--- config.mk ---
export PLATFORM = sky130hd
export DESIGN_NAME = elbeth_mdu
export DESIGN_NICKNAME = d
export VERILOG_FILES = /design/src/rtl/elbeth_mdu_pkg.sv /design/src/rtl/elbeth_mdu_signfix.sv /design/src/rtl/elbeth_mdu.sv
export SDC_FILE = /design/constraint.sdc
export NUM_CORES = 1
export LEC_CHECK = 0
export BUFFER_PORTS_ARGS = -buffer_cell sky130_fd_sc_hd__buf_2
export CAP_MARGIN = 20
export CORE_UTILIZATION = 60
export CTS_CLUSTER_SIZE = 30
export DETAILED_ROUTE_END_ITERATION = 10
export PLACE_DENSITY = 0.79
export SYNTH_ARGS = -nofsm -noshare
export SYNTH_HDL_FRONTEND = slang
export SYNTH_HIERARCHICAL = 1
export SYNTH_SLANG_ARGS = --single-unit
export TNS_END_PERCENT = 10
--- constraint.sdc ---
create_clock -name clk -period 5.3 [get_ports clk]
set_input_delay 0.795 -clock clk [delete_from_list [all_inputs] [get_ports clk]]
set_output_delay 0.795 -clock clk [all_outputs]
set_load 0.02 [all_outputs]
--- src/rtl/elbeth_mdu_pkg.sv ---
// elbeth_mdu_pkg: op encodings, FSM states and
// op-class helpers shared by the multiply/divide unit.
package elbeth_mdu_pkg;

  typedef enum logic [2:0] {
    MDU_MUL   = 3'd0,
    MDU_MULH  = 3'd1,
    MDU_MULHU = 3'd2,
    MDU_RSVD  = 3'd3,
    MDU_DIV   = 3'd4,
    MDU_DIVU  = 3'd5,
    MDU_REM   = 3'd6,
    MDU_REMU  = 3'd7
  } mdu_op_e;

  typedef enum logic [1:0] {
    IDLE,
    BUSY,
    DONE
  } mdu_state_e;

  // MUL is treated as unsigned: its low half
  // does not depend on operand signedness.
  function automatic logic is_signed(
    input logic [2:0] op
  );
    return (op == MDU_MULH) ||
           (op == MDU_DIV)  ||
           (op == MDU_REM);
  endfunction

  function automatic logic is_div(
    input logic [2:0] op
  );
    return op[2];
  endfunction

  function automatic logic is_rem(
    input logic [2:0] op
  );
    return op[2] & op[1];
  endfunction

endpackage

--- src/rtl/elbeth_mdu_signfix.sv ---
// elbeth_mdu_signfix: conditional two's-complement negate.
// val_i in, neg_i selects -val_i, val_o out.
module elbeth_mdu_signfix #(
  parameter int WIDTH = 32
) (
  input  logic [WIDTH-1:0] val_i,
  input  logic             neg_i,
  output logic [WIDTH-1:0] val_o
);

  assign val_o = neg_i ? ('0 - val_i) : val_i;

endmodule

--- src/rtl/elbeth_mdu.sv ---
// elbeth_mdu: iterative mul/div, one bit per clock.
// in_valid/in_ready request, out_valid/out_ready result, flush abort.
module elbeth_mdu
  import elbeth_mdu_pkg::*;
#(
  parameter int WIDTH = 32
) (
  input  logic             clk,
  input  logic             rst_n,
  input  logic             in_valid,
  output logic             in_ready,
  input  logic [2:0]       op,
  input  logic [WIDTH-1:0] data_a,
  input  logic [WIDTH-1:0] data_b,
  input  logic             flush,
  output logic             out_valid,
  input  logic             out_ready,
  output logic [WIDTH-1:0] result,
  output logic             div_zero
);

  localparam int CW = $clog2(WIDTH) + 1;
  localparam int W2 = 2 * WIDTH;
  localparam logic [WIDTH-1:0] SMIN =
    {1'b1, {(WIDTH-1){1'b0}}};

  mdu_state_e       state_q, state_d;
  logic [CW-1:0]    cnt_q, cnt_d;
  logic [W2-1:0]    prod_q, prod_d;
  logic [WIDTH-1:0] opnd_q, opnd_d;
  logic [2:0]       op_q, op_d;
  logic             neg_q, neg_d;
  logic [WIDTH-1:0] result_q, result_d;
  logic             dz_q, dz_d;

  logic [WIDTH-1:0] mag_a, mag_b;
  logic [W2-1:0]    pfix;
  logic [WIDTH-1:0] dsel, dfix;
  logic [WIDTH:0]   mul_sum;
  logic [W2-1:0]    mul_next;
  logic [WIDTH:0]   div_sh, div_diff;
  logic             div_ok;
  logic [W2-1:0]    div_next;
  logic             b_zero, ovf;

  elbeth_mdu_signfix #(.WIDTH(WIDTH)) u_abs_a (
    .val_i (data_a),
    .neg_i (is_signed(op) & data_a[WIDTH-1]),
    .val_o (mag_a)
  );

  elbeth_mdu_signfix #(.WIDTH(WIDTH)) u_abs_b (
    .val_i (data_b),
    .neg_i (is_signed(op) & data_b[WIDTH-1]),
    .val_o (mag_b)
  );

  elbeth_mdu_signfix #(.WIDTH(W2)) u_fix_p (
    .val_i (prod_q),
    .neg_i (neg_q),
    .val_o (pfix)
  );

  // prod_q holds {remainder, quotient} in
  // divide mode.
  assign dsel = is_rem(op_q) ?
    prod_q[W2-1:WIDTH] : prod_q[WIDTH-1:0];

  elbeth_mdu_signfix #(.WIDTH(WIDTH)) u_fix_d (
    .val_i (dsel),
    .neg_i (neg_q),
    .val_o (dfix)
  );

  // shift-add: add multiplicand into the upper
  // half when the lsb is set, then shift right.
  assign mul_sum =
    {1'b0, prod_q[W2-1:WIDTH]} +
    (prod_q[0] ? {1'b0, opnd_q} : '0);
  assign mul_next =
    {mul_sum, prod_q[WIDTH-1:1]};

  // restoring divide: shift in the next dividend
  // bit, keep the difference if non-negative.
  assign div_sh   = prod_q[W2-1:WIDTH-1];
  assign div_diff = div_sh - {1'b0, opnd_q};
  assign div_ok   = ~div_diff[WIDTH];
  assign div_next = {
    div_ok ? div_diff[WIDTH-1:0]
           : div_sh[WIDTH-1:0],
    prod_q[WIDTH-2:0],
    div_ok
  };

  assign b_zero = (data_b == '0);
  assign ovf = ((op == MDU_DIV) ||
                (op == MDU_REM)) &&
               (data_a == SMIN) &&
               (data_b == '1);

  always_comb begin
    state_d  = state_q;
    cnt_d    = cnt_q;
    prod_d   = prod_q;
    opnd_d   = opnd_q;
    op_d     = op_q;
    neg_d    = neg_q;
    result_d = result_q;
    dz_d     = dz_q;
    if (flush) begin
      state_d = IDLE;
    end else begin
      unique case (state_q)
        IDLE: begin
          if (in_valid) begin
            op_d  = op;
            cnt_d = '0;
            dz_d  = 1'b0;
            neg_d = 1'b0;
            if (is_signed(op)) begin
              neg_d = is_rem(op) ?
                data_a[WIDTH-1] :
                data_a[WIDTH-1] ^ data_b[WIDTH-1];
            end
            if (op == MDU_RSVD) begin
              result_d = '0;
              state_d  = DONE;
            end else if (is_div(op) && b_zero) begin
              dz_d     = 1'b1;
              result_d = is_rem(op) ? data_a : '1;
              state_d  = DONE;
            end else if (ovf) begin
              result_d = is_rem(op) ? '0 : data_a;
              state_d  = DONE;
            end else begin
              opnd_d  = is_div(op) ? mag_b : mag_a;
              prod_d  = {{WIDTH{1'b0}},
                         is_div(op) ? mag_a : mag_b};
              state_d = BUSY;
            end
          end
        end
        BUSY: begin
          if (cnt_q == CW'(WIDTH)) begin
            state_d = DONE;
            case (op_q)
              MDU_MUL:
                result_d = pfix[WIDTH-1:0];
              MDU_MULH, MDU_MULHU:
                result_d = pfix[W2-1:WIDTH];
              default:
                result_d = dfix;
            endcase
          end else begin
            cnt_d  = cnt_q + CW'(1);
            prod_d = is_div(op_q) ?
              div_next : mul_next;
          end
        end
        DONE: begin
          if (out_ready) state_d = IDLE;
        end
        default: state_d = IDLE;
      endcase
    end
  end

  always_ff @(posedge clk or negedge rst_n) begin
    if (!rst_n) begin
      state_q  <= IDLE;
      cnt_q    <= '0;
      prod_q   <= '0;
      opnd_q   <= '0;
      op_q     <= '0;
      neg_q    <= 1'b0;
      result_q <= '0;
      dz_q     <= 1'b0;
    end else begin
      state_q  <= state_d;
      cnt_q    <= cnt_d;
      prod_q   <= prod_d;
      opnd_q   <= opnd_d;
      op_q     <= op_d;
      neg_q    <= neg_d;
      result_q <= result_d;
      dz_q     <= dz_d;
    end
  end

  assign in_ready  = (state_q == IDLE);
  assign out_valid = (state_q == DONE);
  assign result    = result_q;
  assign div_zero  = dz_q;

endmodule

=== Word level (Yosys, flattened, before mapping) ===
Cells that the tools add are included.

* Multiplexer cells: 40
* $add $sub $neg: 7
* Reduce and logical (&&, ||, !) cells: 17
* Equal/unequal tests: 21
* Bitwise gates (word level): 10

{| class="wikitable"
|+ Operator list
! cell !! count
|-
| two-way mux 32 bit || 15
|-
| two-way mux 64 bit || 7
|-
| one-hot mux 32 bit (2 select lines) || 2
|-
| one-hot mux 64 bit (2 select lines) || 1
|-
| subtractor 1 x 32 -> 32 bit (first input constant) || 3
|-
| equality test 32 bit (second input constant) || 2
|-
| subtractor 1 x 64 -> 64 bit (first input constant) || 1
|-
| adder 32 x 32 -> 33 bit || 1
|-
| subtractor 33 x 32 -> 33 bit || 1
|-
| zero test 32 bit || 1
|-
| two-way mux 2 bit || 7
|-
| two-way mux 6 bit || 2
|-
| != test 2 bit (second input constant) || 6
|-
| one-hot mux 6 bit (2 select lines) || 1
|-
| AND reduction 7 bit || 1
|-
| adder 6 x 1 -> 6 bit (second input constant) || 1
|-
| equality test 3 x 1 -> 1 bit (second input constant) || 2
|-
| equality test 3 x 2 -> 1 bit (second input constant) || 2
|-
| equality test 3 bit (second input constant) || 2
|-
| equality test 6 bit (second input constant) || 1
|-
| != test 3 x 2 -> 1 bit (second input constant) || 2
|-
| one-hot mux 2 bit (3 select lines) || 1
|-
| AND reduction 3 bit || 2
|-
| AND reduction 6 bit || 1
|-
| 16 further kinds || 30
|}

* Flip-flop bits (word level): 141
* Input port bits: 72

=== Longest topological paths before layout ===
* Depth in word-level cells: 11
* Depth in mapped cells: 16

=== Cells and area by module ===
The synthesis kept the hierarchy.

{| class="wikitable"
|+ By module, submodules not included
! module !! area an instance (um2) !! instances !! cells an instance
|-
| elbeth_mdu || 12,796.0 || 1 || 1,545
|-
| elbeth_mdu_signfix at u_abs_a ... || 767.0 || 3 || 108
|-
| elbeth_mdu_signfix at u_fix_p || 1,649.1 || 1 || 206
|}

=== Least setup slack after synthesis ===
No wires, ideal clock.

* Path kind: register to register
* From: reg op_q[1]
* To: reg result_q[30] (netlist: result[30])
* Period minus slack after synthesis: 3.829 ns
* Data required time: 5.235 ns
* Library setup time: 0.065 ns
* Path slack: 1.471 ns
* Data arrival time: 3.765 ns
* Stages on the path, launching flop included: 15
* Buffers on the path: 3
* Cell sequence: dfrtp_1 > clkbuf_1 > nand2_1 > clkbuf_1 > mux2_2 > or4_4 > or4_4 > buf_6 > or3_1 > o311ai_1 > nand2_1 > o211ai_1 > o2111ai_1 > o211ai_1 > o21a_1

* Word-level cells in the longest chain between the ends: 7
* Elaborated cells on any way between the ends: 11

{| class="wikitable"
|+ RTL lines
! item !! RTL line !! text
|-
| start: declaration || elbeth_mdu.sv:31 || <nowiki>logic [2:0] op_q, op_d;</nowiki>
|-
| start signal: assignment || elbeth_mdu.sv:183 || <nowiki>op_q <= op_d;</nowiki>
|-
| bitwise AND 1 bit || elbeth_mdu_pkg.sv:41 || <nowiki>return op[2] & op[1];</nowiki>
|-
| two-way mux 32 bit || elbeth_mdu.sv:66 || <nowiki>assign dsel = is_rem(op_q) ?</nowiki>
|-
| via dsel[14] || elbeth_mdu.sv:38 || <nowiki>logic [WIDTH-1:0] dsel, dfix;</nowiki>
|-
| subtractor 1 x 32 -> 32 bit || elbeth_mdu_signfix.sv:11 || <nowiki>assign val_o = neg_i ? ('0 - val_i) : val_i;</nowiki>
|-
| two-way mux 32 bit || elbeth_mdu_signfix.sv:11 ||
|-
| via dfix[30] || elbeth_mdu.sv:38 ||
|-
| one-hot mux 32 bit (2 select lines) || elbeth_mdu.sv:146 || <nowiki>case (op_q)</nowiki>
|-
| two-way mux 32 bit || elbeth_mdu.sv:144 || <nowiki>if (cnt_q == CW'(WIDTH)) begin</nowiki>
|-
| one-hot mux 32 bit (2 select lines) || elbeth_mdu.sv:113 || <nowiki>unique case (state_q)</nowiki>
|-
| end signal: assignment || elbeth_mdu.sv:185 || <nowiki>result_q <= result_d;</nowiki>
|-
| end: declaration || elbeth_mdu.sv:33 || <nowiki>logic [WIDTH-1:0] result_q, result_d;</nowiki>
|}

The timed path passes the listed nets, and every way through them passes these cells. The select of a mux whose other input is x is not followed.
A chain may end at the register's enable or synchronous reset.

=== Final worst setup path ===
* From: reg prod_q[0]
* To: reg prod_q[63]

* Word-level cells in the longest chain between the ends: 5

{| class="wikitable"
|+ RTL lines
! item !! RTL line !! text
|-
| start: declaration || elbeth_mdu.sv:29 || <nowiki>logic [W2-1:0] prod_q, prod_d;</nowiki>
|-
| start signal: assignment || elbeth_mdu.sv:181 || <nowiki>prod_q <= prod_d;</nowiki>
|-
| two-way mux 32 bit || elbeth_mdu.sv:79 || <nowiki>(prod_q[0] ? {1'b0, opnd_q} : '0);</nowiki>
|-
| adder 32 x 32 -> 33 bit || elbeth_mdu.sv:78 || <nowiki>{1'b0, prod_q[W2-1:WIDTH]} +</nowiki>
|-
| two-way mux 64 bit || elbeth_mdu.sv:156 || <nowiki>prod_d = is_div(op_q) ?</nowiki>
|-
| two-way mux 64 bit || elbeth_mdu.sv:144 ||
|-
| one-hot mux 64 bit (2 select lines) || elbeth_mdu.sv:113 ||
|}

No other way between the ends. The select of a mux whose other input is x is not followed.

==> impl_metrics.ini <==
[flow_run]
max_cap_violations = 0

[setup_path]
cpLargestDelayFamily = compound AO/OA/AOI/OAI gates
timing.critical_path.arrival_ns = 4.67
ff2ff_path_depth = 13
critical_path.max_stage_delay_ns = 0.89
r2r_start = prod_q[0]
r2r_end = prod_q[63]
path_class = flop to flop
worstSetupEndpointType = flop
timing.critical_path.required_ns = 5.67
biggest_fanout_along_the_worst_timing_path = 22
critPathLaunchType = flop
buffers_and_inverters_on_the_worst_path = 1
critical_path.cell_chain = and2_1 > ha_1 > inv_1 > fa_1 > nand2b_1 > a21o_1 > a311oi_1 > o221a_1 > or4b_4 > nand3_2 > nor3b_2 > o41ai_1 > a32o_1
ff2ff_setup_slack_ns = 1.0
cp_max_stage_cell = dfrtp_1

[cells_and_area]
finish.instance_area_mm2 = 0.0181
flow.area_growth_from_synthesis_pct = 8.09
fillCellCount = 2353
instances_no_fill = 2490
finish.net_count = 2248
final_layout_size_suffix_gt1_frac = 0.159
final_util = 0.666

[die]
floorplan.core_area_mm2 = 0.0272
initial_core_util = 0.616
floorplan.io_pins = 107
die-height_um = 169
placementRows = 60
floorplan.die_area_mm2 = 0.0286
floorplan.die.width_um = 169

[logic_synthesis]
post_synth_fa_ha_maj_area_fraction = 0.0547
synth.lib_cells_used.distinct = 98
synth_edf_count = 0
synth_largest_area_cell = dfrtp_1
syn_nets = 2219
synth_async_sr_flop_share = 1.00
main_combinational_cell_family_by_area_after_synthesis = compound AO/OA/AOI/OAI gates
post-synth-top-count-cell = nand2_1
synth.yosys.seq_area_share = 0.211
yosysWarningCount = 6
post_synth_most_frequent_cells = 231 x nand2_1, 215 x o21ai_0, 178 x xnor2_1
synthDominantCellAreaShare = 0.211
mapped_area_mm2 = 0.0167
post_synth_xor_area_fraction = 0.103
synth_top_cells_by_area = dfrtp_1 21%, xnor2_1 9.3%, o21ai_0 6.4%, ha_1 5.2%, nand2_1 5.2%
postSynthAreaPerCell_um2 = 8.07
netlist_instances = 2075
post_synth_and_or_nand_nor_area_fraction = 0.204
synth_compound_area_frac = 0.276
yosys-mux-area-fraction = 0.100
postSynthRegisterBits = 141
synth-main-ff-cell = dfrtp_1

[route]
drt-vias-per-instance = 7.10
drt_pass1_iterations = 6
detail_route.iter0.violations = 2792
wirelength_um = 61100
vias = 17700
drc_errors = 0
wire_per_inst_um = 24.5
route.antenna.remaining_nets = 0

[global_routing]
grt_usage = 0.426
antenna_violations_before_repair = 3
number_of_global_route_vias_before_repair = 15800
wire_length_of_the_first_global_routing_pass_um = 93400
grt_start_max_net_pins = 93
grt-ovfl-total = 0

[sta]
rsz0062_at_grt = false
setup_ws_ns = 0.995
final-setup-viol-count = 0
fin_worst_skew_ns = 0.0218
setup-tns-final_ns = 0
minimum_clock_period_ns = 4.30
timing.final.hold_violations = 0
slew-limit-headroom = 0.279
fin_worst_hold_slack_ns = 0.403
worst_slew_pin_slew_ns = 1.08
min_period_over_period = 0.812
final-max-slew-violation-count = 0
max_freq_mhz = 232

[clocking]
worstSkewPairLatency_ns = 0.44
tritoncts_clock_tree = done
cts_hold_buf = 0
ctsLongestPathBuffers = 2
clock_sinks = 141
cts_root_buf = clkbuf_16
worst_setup_hold_path_clk_slew_ns = 0.08
htreeDepth = 4
numCtsBuffers = 17
cts_resized = 0
post-cts-setup-buffer-count = 0

[placement]
pre_cts_ws_ns = 1.11
dpl_cell_area_mm2 = 0.0174
dp_hpwl_um = 45400
number_of_cells_after_detailed_placement = 2455
io_buffer_count = 106
gp_congestion = 1.04

[pwr]
design_power_total_mw = 10.0
seq_power_share = 0.234
peak_supply_drop_mv = 0.213
p_switching_mw = 5.30
power_switching_share = 0.529
power_per_cell_area_mw_per_mm2 = 553
power.combinational.fraction = 0.635
static-leakage-power_nw = 7.30
clockPowerShare = 0.131
internal_power_mw = 4.72

[run_status]
run_status = completed

[min_path]
worst_hold_path_type = input pin to asynchronous set/reset pin
worst max-delay path by stage:
stage | from | to | slack (ns) | cells after the start
after global placement | prod_q[0] | prod_q[63] | 1.17 | 13
after floorplan | op_q[1] | result[30] | 1.47 | 14
after CTS | prod_q[0] | prod_q[63] | 1.12 | 13
after detailed placement | op[2] | result[18] | 1.11 | 11
after global routing | op_q[2] | result[15] | 0.89 | 10
final | prod_q[0] | prod_q[63] | 1.0 | 13
area by class of cell:
class	instances	area, µm²	share of cell area
Antenna cell	1	2.50	0.000138
Clock buffer	17	425	0.0235
Clock inverter	15	198	0.0109
Inverter	73	274	0.0151
Multi-Input combinational cell	1732	12400	0.684
Sequential cell	141	3530	0.195
Tap cell	372	465	0.0257
Timing Repair Buffer	139	820	0.0453
layout by cell type, fill, tap and decap left out, types with 30 or more instances in the layout:
master    count
o211ai_1     33
a21oi_1     100
dfrtp_1     139
o221ai_1     37
nand2_1     231
nand3_1      43
mux2i_1      82
o41ai_1      36
nand2b_1     30
xnor2_1     178
nor2_1       64
o21ai_0     215
and2_1       36
o21a_1       39
mux2_2       74
o31ai_1      53
buf_2       104
buf_4        32
ha_1         70
inv_1        73
metal layers:
layer	GRT usage	wire [µm]	up-vias
met5	0	23	-
met4	0.193	2970	4
met3	0.0877	7550	203
met2	0.641	26200	1267
met1	0.587	24400	8377
li1	-	-	7817
cells by family (layout without fill, tap and decap cells):
family	count (synthesis)	after routing
DFF	141	141
AOI/OAI and AO/OA	673	673
and+or+nand+nor	633	633
xor gates and xnor gates	196	196
other	0	1
buffers and inverters	202	244
muxes	158	158
adders and majority gates	72	72
sequential cells by signal, indices dropped and copies added, names as in the netlist:
register  count
op_q          3
neg_q         1
result       32
cnt_q         6
state_q       2
div_zero      1
opnd_q       32
prod_q       64
power by group through the flow:
| stage | combinational, mW | clock, mW | sequential (mW) |
|---|---|---|---|
| floorplan | 4.64 | 0 | 1.97 |
| global placement | 5.99 | 0 | 2.29 |
| detailed placement | 6.08 | 0 | 2.29 |
| CTS | 6.14 | 1.31 | 2.28 |
| global route | 6.83 | 1.35 | 2.36 |
| finish | 6.36 | 1.31 | 2.35 |
(Power assumes the default switching activity.)
